<file path="src/rtl/mips_pkg.sv">
// -----------------------------------------------------------------------------
// mips_pkg
//   Shared definitions for the multicycle MIPS control path:
//   opcode values, ALUOp encodings, mux select codes, the control-FSM state
//   encoding and the packed bundle of control strobes.
//   The state encoding carries the ADDI states unconditionally, so it is the
//   same whether or not MIPS_MC_ADDI_EN is defined.
// -----------------------------------------------------------------------------
package mips_pkg;

    // IR[31:26] opcodes
    localparam logic [5:0] OP_RTYPE = 6'h00;
    localparam logic [5:0] OP_LW    = 6'h23;
    localparam logic [5:0] OP_SW    = 6'h2B;
    localparam logic [5:0] OP_BEQ   = 6'h04;
    localparam logic [5:0] OP_J     = 6'h02;
    localparam logic [5:0] OP_ADDI  = 6'h08;

    // ALUOp to ALUControl
    localparam logic [1:0] ALUOP_ADD  = 2'b00;
    localparam logic [1:0] ALUOP_SUB  = 2'b01;
    localparam logic [1:0] ALUOP_FUNC = 2'b10;

    // ALU B-input mux
    localparam logic [1:0] ALUB_REG     = 2'b00;
    localparam logic [1:0] ALUB_FOUR    = 2'b01;
    localparam logic [1:0] ALUB_IMM     = 2'b10;
    localparam logic [1:0] ALUB_IMM_SH2 = 2'b11;

    // PC source mux
    localparam logic [1:0] PCSRC_ALU    = 2'b00;
    localparam logic [1:0] PCSRC_ALUOUT = 2'b01;
    localparam logic [1:0] PCSRC_JUMP   = 2'b10;

    typedef enum logic [3:0] {
        S_FETCH  = 4'd0,
        S_DECODE = 4'd1,
        S_MEMADR = 4'd2,
        S_MEMRD  = 4'd3,
        S_MEMWB  = 4'd4,
        S_MEMWR  = 4'd5,
        S_EXEC   = 4'd6,
        S_RWB    = 4'd7,
        S_BRANCH = 4'd8,
        S_JUMP   = 4'd9,
        S_ADDIEX = 4'd10,
        S_ADDIWB = 4'd11
    } state_t;

    typedef struct packed {
        logic       pc_write;
        logic       pc_write_cond;
        logic       i_or_d;
        logic       mem_read;
        logic       mem_write;
        logic       ir_write;
        logic       mem_to_reg;
        logic [1:0] pc_source;
        logic [1:0] alu_op;
        logic       alu_src_a;
        logic [1:0] alu_src_b;
        logic       reg_write;
        logic       reg_dst;
    } ctrl_t;

    // States that hold a memory access open until mem_ready.
    function automatic logic is_mem_state(input state_t s);
        return (s == S_FETCH) || (s == S_MEMRD) || (s == S_MEMWR);
    endfunction

endpackage

</file>
<file path="src/rtl/mips_mc_outdec.sv">
// -----------------------------------------------------------------------------
// mips_mc_outdec
//   Pure combinational decode of the control-FSM state into datapath strobes.
//   Ports:
//     state      in   current FSM state
//     mem_ready  in   gates ir_write/pc_write in FETCH (only commit once the
//                     instruction word has actually arrived)
//     ctrl       out  control strobe bundle
// -----------------------------------------------------------------------------
module mips_mc_outdec
    import mips_pkg::*;
(
    input  state_t state,
    input  logic   mem_ready,
    output ctrl_t  ctrl
);

    always_comb begin
        // NOTE: every field gets a default before the case so no path leaves
        // a strobe unassigned, which would infer a latch.
        ctrl           = '0;
        ctrl.alu_op    = ALUOP_ADD;
        ctrl.pc_source = PCSRC_ALU;
        ctrl.alu_src_b = ALUB_REG;
        unique case (state)
            S_FETCH: begin
                ctrl.mem_read  = 1'b1;
                ctrl.ir_write  = mem_ready;
                ctrl.pc_write  = mem_ready;
                ctrl.alu_src_b = ALUB_FOUR;
            end
            S_DECODE: ctrl.alu_src_b = ALUB_IMM_SH2;   // precompute branch target
            S_MEMADR, S_ADDIEX: begin
                ctrl.alu_src_a = 1'b1;
                ctrl.alu_src_b = ALUB_IMM;
            end
            S_MEMRD: begin
                ctrl.mem_read = 1'b1;
                ctrl.i_or_d   = 1'b1;
            end
            S_MEMWB: begin
                ctrl.reg_write  = 1'b1;
                ctrl.mem_to_reg = 1'b1;
            end
            S_MEMWR: begin
                ctrl.mem_write = 1'b1;
                ctrl.i_or_d    = 1'b1;
            end
            S_EXEC: begin
                ctrl.alu_src_a = 1'b1;
                ctrl.alu_op    = ALUOP_FUNC;
            end
            S_RWB: begin
                ctrl.reg_write = 1'b1;
                ctrl.reg_dst   = 1'b1;
            end
            S_BRANCH: begin
                ctrl.alu_src_a     = 1'b1;
                ctrl.alu_op        = ALUOP_SUB;
                ctrl.pc_write_cond = 1'b1;
                ctrl.pc_source     = PCSRC_ALUOUT;
            end
            S_JUMP: begin
                ctrl.pc_write  = 1'b1;
                ctrl.pc_source = PCSRC_JUMP;
            end
            S_ADDIWB: ctrl.reg_write = 1'b1;
            default: ;
        endcase
    end

endmodule

</file>
<file path="src/rtl/mips_multicycle_ctrl.sv">
// -----------------------------------------------------------------------------
// mips_multicycle_ctrl
//   Main control FSM for the multicycle MIPS datapath. Sequences
//   fetch/decode/execute/memory/writeback and drives every mux/enable strobe.
//   Memory states stall on mem_ready; a stall counter turns a hung access
//   into a sticky mem_err. Unknown opcodes set a sticky illegal_op and are
//   retired as nops.
//
//   Parameter MEM_TIMEOUT: number of consecutive not-ready cycles tolerated
//     in one memory state. A further not-ready cycle, found with the counter
//     already at MEM_TIMEOUT, aborts the access to FETCH and sets mem_err;
//     mem_ready in that cycle still completes normally. 0 disables it.
//   Macro MIPS_MC_ADDI_EN: when defined, opcode 6'h08 (addi) is executed via
//     ADDIEX/ADDIWB; otherwise it is illegal.
//
//   Ports: clk, rst_n (synchronous, active low), opcode (IR[31:26]),
//     mem_ready; strobes pc_write, pc_write_cond, i_or_d, mem_read,
//     mem_write, ir_write, mem_to_reg, pc_source, alu_op, alu_src_a,
//     alu_src_b, reg_write, reg_dst; sticky flags illegal_op, mem_err.
//   All strobes are forced to 0 while rst_n is low.
// -----------------------------------------------------------------------------
module mips_multicycle_ctrl
    import mips_pkg::*;
#(
    parameter int MEM_TIMEOUT = 255
) (
    input  logic       clk,
    input  logic       rst_n,
    input  logic [5:0] opcode,
    input  logic       mem_ready,
    output logic       pc_write,
    output logic       pc_write_cond,
    output logic       i_or_d,
    output logic       mem_read,
    output logic       mem_write,
    output logic       ir_write,
    output logic       mem_to_reg,
    output logic [1:0] pc_source,
    output logic [1:0] alu_op,
    output logic       alu_src_a,
    output logic [1:0] alu_src_b,
    output logic       reg_write,
    output logic       reg_dst,
    output logic       illegal_op,
    output logic       mem_err
);

    localparam logic [7:0] TIMEOUT_LIM = 8'(MEM_TIMEOUT);
    localparam logic       TIMEOUT_EN  = (MEM_TIMEOUT != 0);

    state_t     state, next_state;
    logic [7:0] wait_cnt;
    logic       waiting, timeout, set_illegal;
    ctrl_t      ctrl, ctrl_gated;

    assign waiting = is_mem_state(state) && !mem_ready;
    assign timeout = waiting && TIMEOUT_EN && (wait_cnt == TIMEOUT_LIM);

    always_comb begin
        next_state  = state;
        set_illegal = 1'b0;
        unique case (state)
            S_FETCH:  if (mem_ready) next_state = S_DECODE;
            S_DECODE: begin
                unique case (opcode)
                    OP_LW, OP_SW: next_state = S_MEMADR;
                    OP_RTYPE:     next_state = S_EXEC;
                    OP_BEQ:       next_state = S_BRANCH;
                    OP_J:         next_state = S_JUMP;
`ifdef MIPS_MC_ADDI_EN
                    OP_ADDI:      next_state = S_ADDIEX;
`endif
                    default: begin
                        next_state  = S_FETCH;
                        set_illegal = 1'b1;
                    end
                endcase
            end
            S_MEMADR: next_state = (opcode == OP_SW) ? S_MEMWR : S_MEMRD;
            S_MEMRD:  if (mem_ready) next_state = S_MEMWB;
            S_MEMWR:  if (mem_ready) next_state = S_FETCH;
            S_EXEC:   next_state = S_RWB;
            S_ADDIEX: next_state = S_ADDIWB;
            default:  next_state = S_FETCH;   // single-cycle tail states
        endcase
        // A timed-out access is dropped and fetch restarts.
        if (timeout) next_state = S_FETCH;
    end

    always_ff @(posedge clk) begin
        // NOTE: reset only clears architectural control state; everything
        // here is sequential, so non-blocking assignments throughout.
        if (!rst_n) begin
            state      <= S_FETCH;
            wait_cnt   <= '0;
            illegal_op <= 1'b0;
            mem_err    <= 1'b0;
        end else begin
            state <= next_state;
            // Counter only runs while a memory state is stalled; any exit
            // (completion or timeout) returns it to zero.
            if (waiting && !timeout) wait_cnt <= wait_cnt + 8'd1;
            else                     wait_cnt <= '0;
            if (set_illegal) illegal_op <= 1'b1;
            if (timeout)     mem_err    <= 1'b1;
        end
    end

    mips_mc_outdec u_outdec (
        .state     (state),
        .mem_ready (mem_ready),
        .ctrl      (ctrl)
    );

    // Strobes are held off combinationally during reset so an abandoned
    // instruction cannot write anything in the reset cycle.
    assign ctrl_gated = rst_n ? ctrl : '0;

    assign pc_write      = ctrl_gated.pc_write;
    assign pc_write_cond = ctrl_gated.pc_write_cond;
    assign i_or_d        = ctrl_gated.i_or_d;
    assign mem_read      = ctrl_gated.mem_read;
    assign mem_write     = ctrl_gated.mem_write;
    assign ir_write      = ctrl_gated.ir_write;
    assign mem_to_reg    = ctrl_gated.mem_to_reg;
    assign pc_source     = ctrl_gated.pc_source;
    assign alu_op        = ctrl_gated.alu_op;
    assign alu_src_a     = ctrl_gated.alu_src_a;
    assign alu_src_b     = ctrl_gated.alu_src_b;
    assign reg_write     = ctrl_gated.reg_write;
    assign reg_dst       = ctrl_gated.reg_dst;

endmodule

</file>
<file path="config.mk">
export PLATFORM = sky130hd
export DESIGN_NAME = mips_multicycle_ctrl
export DESIGN_NICKNAME = d
export VERILOG_FILES = /design/src/rtl/mips_pkg.sv /design/src/rtl/mips_mc_outdec.sv /design/src/rtl/mips_multicycle_ctrl.sv
export SDC_FILE = /design/constraint.sdc
export NUM_CORES = 1
export LEC_CHECK = 0
export BUFFER_PORTS_ARGS = -buffer_cell sky130_fd_sc_hd__clkbuf_2
export CORE_UTILIZATION = 35
export CTS_CLUSTER_DIAMETER = 100
export DETAILED_ROUTE_END_ITERATION = 8
export PLACE_DENSITY = 0.6
export REMOVE_ABC_BUFFERS = 1
export SYNTH_ARGS = -nofsm -noshare
export SYNTH_HDL_FRONTEND = slang
export SYNTH_SLANG_ARGS = --single-unit
</file>
<file path="constraint.sdc">
create_clock -name clk -period 1.81 [get_ports clk]
set_clock_uncertainty 0.15 [all_clocks]
set_input_delay 0.4525 -clock clk [delete_from_list [all_inputs] [get_ports clk]]
set_output_delay 0.4525 -clock clk [all_outputs]
set_load 0.005 [all_outputs]
</file>
==> results.py <==
metrics = {
    "outcome": {
        "outcome": "finished with violations",
        "failed_checks": "setup timing",
    },
    "yosys": {
        "syn_inst": 124,
        "synth_edf_count": 0,
        "synth-seq-cells": 14,
        "ys_types": 36,
        "async_flop_share_pct": 0,
        "synth_area_per_cell_um2": 7.366,
        "synthTopCellsByArea": "dfxtp_1, nor2_1, xnor2_1",
        "synthFlopType": "dfxtp_1",
        "synth_top_area_cell": "dfxtp_1",
        "synthMostInstantiatedCell": "nor2_1",
        "netlist_top_cells_count": "nor2_1, dfxtp_1, nand2_1",
        "synth_seq_area_share_pct": 30.68,
        "syn_area_um2": 913.4,
        "synth_warnings": 0,
        "synth_top_area_share_pct": 30.68,
    },
    "finish": {
        "nets": 187,
        "utilization_pct": 57.83,
        "drive_gt1_share_pct": 48.00,
        "area_delta_synth_final_pct": 56.85,
        "antennaDiodeCount": 0,
        "nFillCells": 230,
    },
    "timing": {
        "relSlewSlack_pct": 78.33,
        "finalCriticalPeriod_ps": 1912,
        "slew_viol_final": 0,
        "setup_slack_ps": -101.8,
        "fin_crit_sh_pct": 105.6,
        "tightest_slew_ps": 322.6,
        "fmax_ghz": 0.5231,
        "rsz0062_at_grt": "true",
        "setup_viol": 12,
        "hold_viol_final": 0,
    },
    "critical_path": {
        "crit_type": "reg2out",
        "startpoint_type": "flop",
        "critPathCaptureType": "primary output",
        "crit_required_ps": 1210,
        "path_max_fanout": 6,
        "crit_arrival_ps": 1310,
    },
    "placed_design": {
        "place.gp.congestion": 0.8233,
        "dp_hpwl_um": 1815,
        "port_buffers": 26,
    },
    "clocking": {
        "root_buffer": "clkbuf_4",
        "cts_hold_buf": 0,
        "clk_path_buf_depth": 2,
        "cts_inserted_buffers": 3,
        "clock_sinks": 14,
        "cts_tree": "yes",
        "htreeDepth": 1,
        "clk_latency_ps": 270,
        "clk_pin_slew_ps": 70,
    },
    "pwr": {
        "p_total_mw": 0.6318,
        "ir_drop_uv": 425.4,
        "p_leak_nw": 0.6188,
        "powerDensity_mw_per_mm2": 441.0,
    },
    "global_route": {
        "grt_antenna_before_repair": 0,
        "gr-total-overflow": 0,
        "grt_pass1_wl_um": 3995,
        "grt_max_degree": 10,
        "globalRouteTotalUtil_pct": 19.45,
        "first_global_vias": 924,
    },
    "route": {
        "dr.first_iter.drc_count": 11,
        "route.vias.total": 1030,
        "drt-total-wl_um": 2533,
        "drt_pass1_iterations": 4,
        "post-route-drc-count": 0,
        "antenna_left": 0,
        "avgRoutedWirePerCell_um": 12.36,
        "via_per_inst": 5.024,
    },
    "floorplanning": {
        "fp-row-count": 18,
        "io_pins": 27,
        "die_h_um": 53.09,
        "dieArea_mm2": 0.002818,
        "core_area_mm2": 0.002477,
        "die_x_um": 53.09,
        "start_util_pct": 36.87,
    },
    "hold_path": {
        "holdCritPathClass": "reg2reg",
    },
    "run": {
        "drv_cap": 0,
    },
}
==> cell usage in the layout (no fill, tap or decap), types with 4 or more instances in the layout <==
| master | instances |
|---|---|
| buf_2 | 9 |
| xnor2_1 | 5 |
| clkbuf_2 | 17 |
| nor3_1 | 7 |
| xor2_1 | 4 |
| nand2b_1 | 4 |
| buf_4 | 24 |
| a21oi_1 | 5 |
| dfxtp_1 | 9 |
| nor2_1 | 19 |
| nand2_1 | 9 |
| buf_6 | 4 |
==> stage by stage <==
stage / instance area (um2) / hold WS, ps / worst slack [ps] / setup TNS [ps] / cells
global route: 1433 / 286.3 / -187.1 / -2208 / 205
CTS: 1335 / 300.0 / -130.5 / -1221 / 203
finish: 1433 / 271.5 / -101.8 / -674.3 / 205
detailed placement: 1202 / 287.5 / -30.12 / -50.56 / 194
global placement: 1202 / 281.2 / 26.19 / 0 / 194
floorplan: 884.6 / 267.5 / 140.5 / 0 / 118
==> worst max-delay path, cell delays in order, from the launching register on <==
cell      delay, ps
dfxtp_4         390
buf_6           100
nand3b_1        160
nor2_1           70
or2_1           220
clkbuf_2        110
==> cells by family (layout without fill, tap and decap cells) <==
logic type                 after synthesis  count (layout)  share of synthesized area [%]
and+or+nand+nor                         72              72                          40.41
AOI/OAI and AO/OA                       19              19                          13.84
adders and majority gates                1               1                          1.370
DFF                                     14              14                          30.69
buffers and inverters                    8              59                          3.973
muxes                                    1               1                          1.096
xor gates and xnor gates                 9               9                          8.630
==> path summary, 6_finish.rpt <==
kind               startpoint           to  slack [ps]  cells after the start
setup / recovery     state[1]     pc_write        -100                      5
hold / removal    wait_cnt[0]  wait_cnt[0]         270                      1
hold reg to reg   wait_cnt[0]  wait_cnt[0]         270                      1
setup reg to reg  wait_cnt[0]     state[1]          40                      7
==> area by class of cell <==
class | count | area, um2 | area share, %
multi-input cells | 102 | 715.7 | 49.96
flip-flops and latches | 14 | 294.0 | 20.52
well taps | 30 | 37.54 | 2.620
repair buffers | 54 | 355.3 | 24.80
clock buffers | 3 | 22.52 | 1.572
inverters | 2 | 7.507 | 0.5240
==> routing by layer <==
metal  GRT usage (%)  routed length [um]
met1           24.49                1235
met4           4.386                  10
met5               0                   0
met2           32.28                1175
met3           5.747                 112
==> timing repair <==
item	4_1_cts	5_1_grt
resized for setup	19	29
endpoints found under the hold margin	0	0
pin swaps	3	7
setup endpoints to repair	19	26
buffers inserted	6	2
==> registers in the layout, indices dropped and copies added (netlist names) <==
signal,count
mem_err,1
state,4
wait_cnt,8
illegal_op,1
==> report_power, final <==
group	total [mW]	switching (mW)	internal, mW
clock network	0.167	0.0896	0.0769
logic	0.146	0.0716	0.0746
registers	0.319	0.00699	0.312
total	0.632	0.168	0.464
No activity file was read; power rests on OpenSTA's default activity.
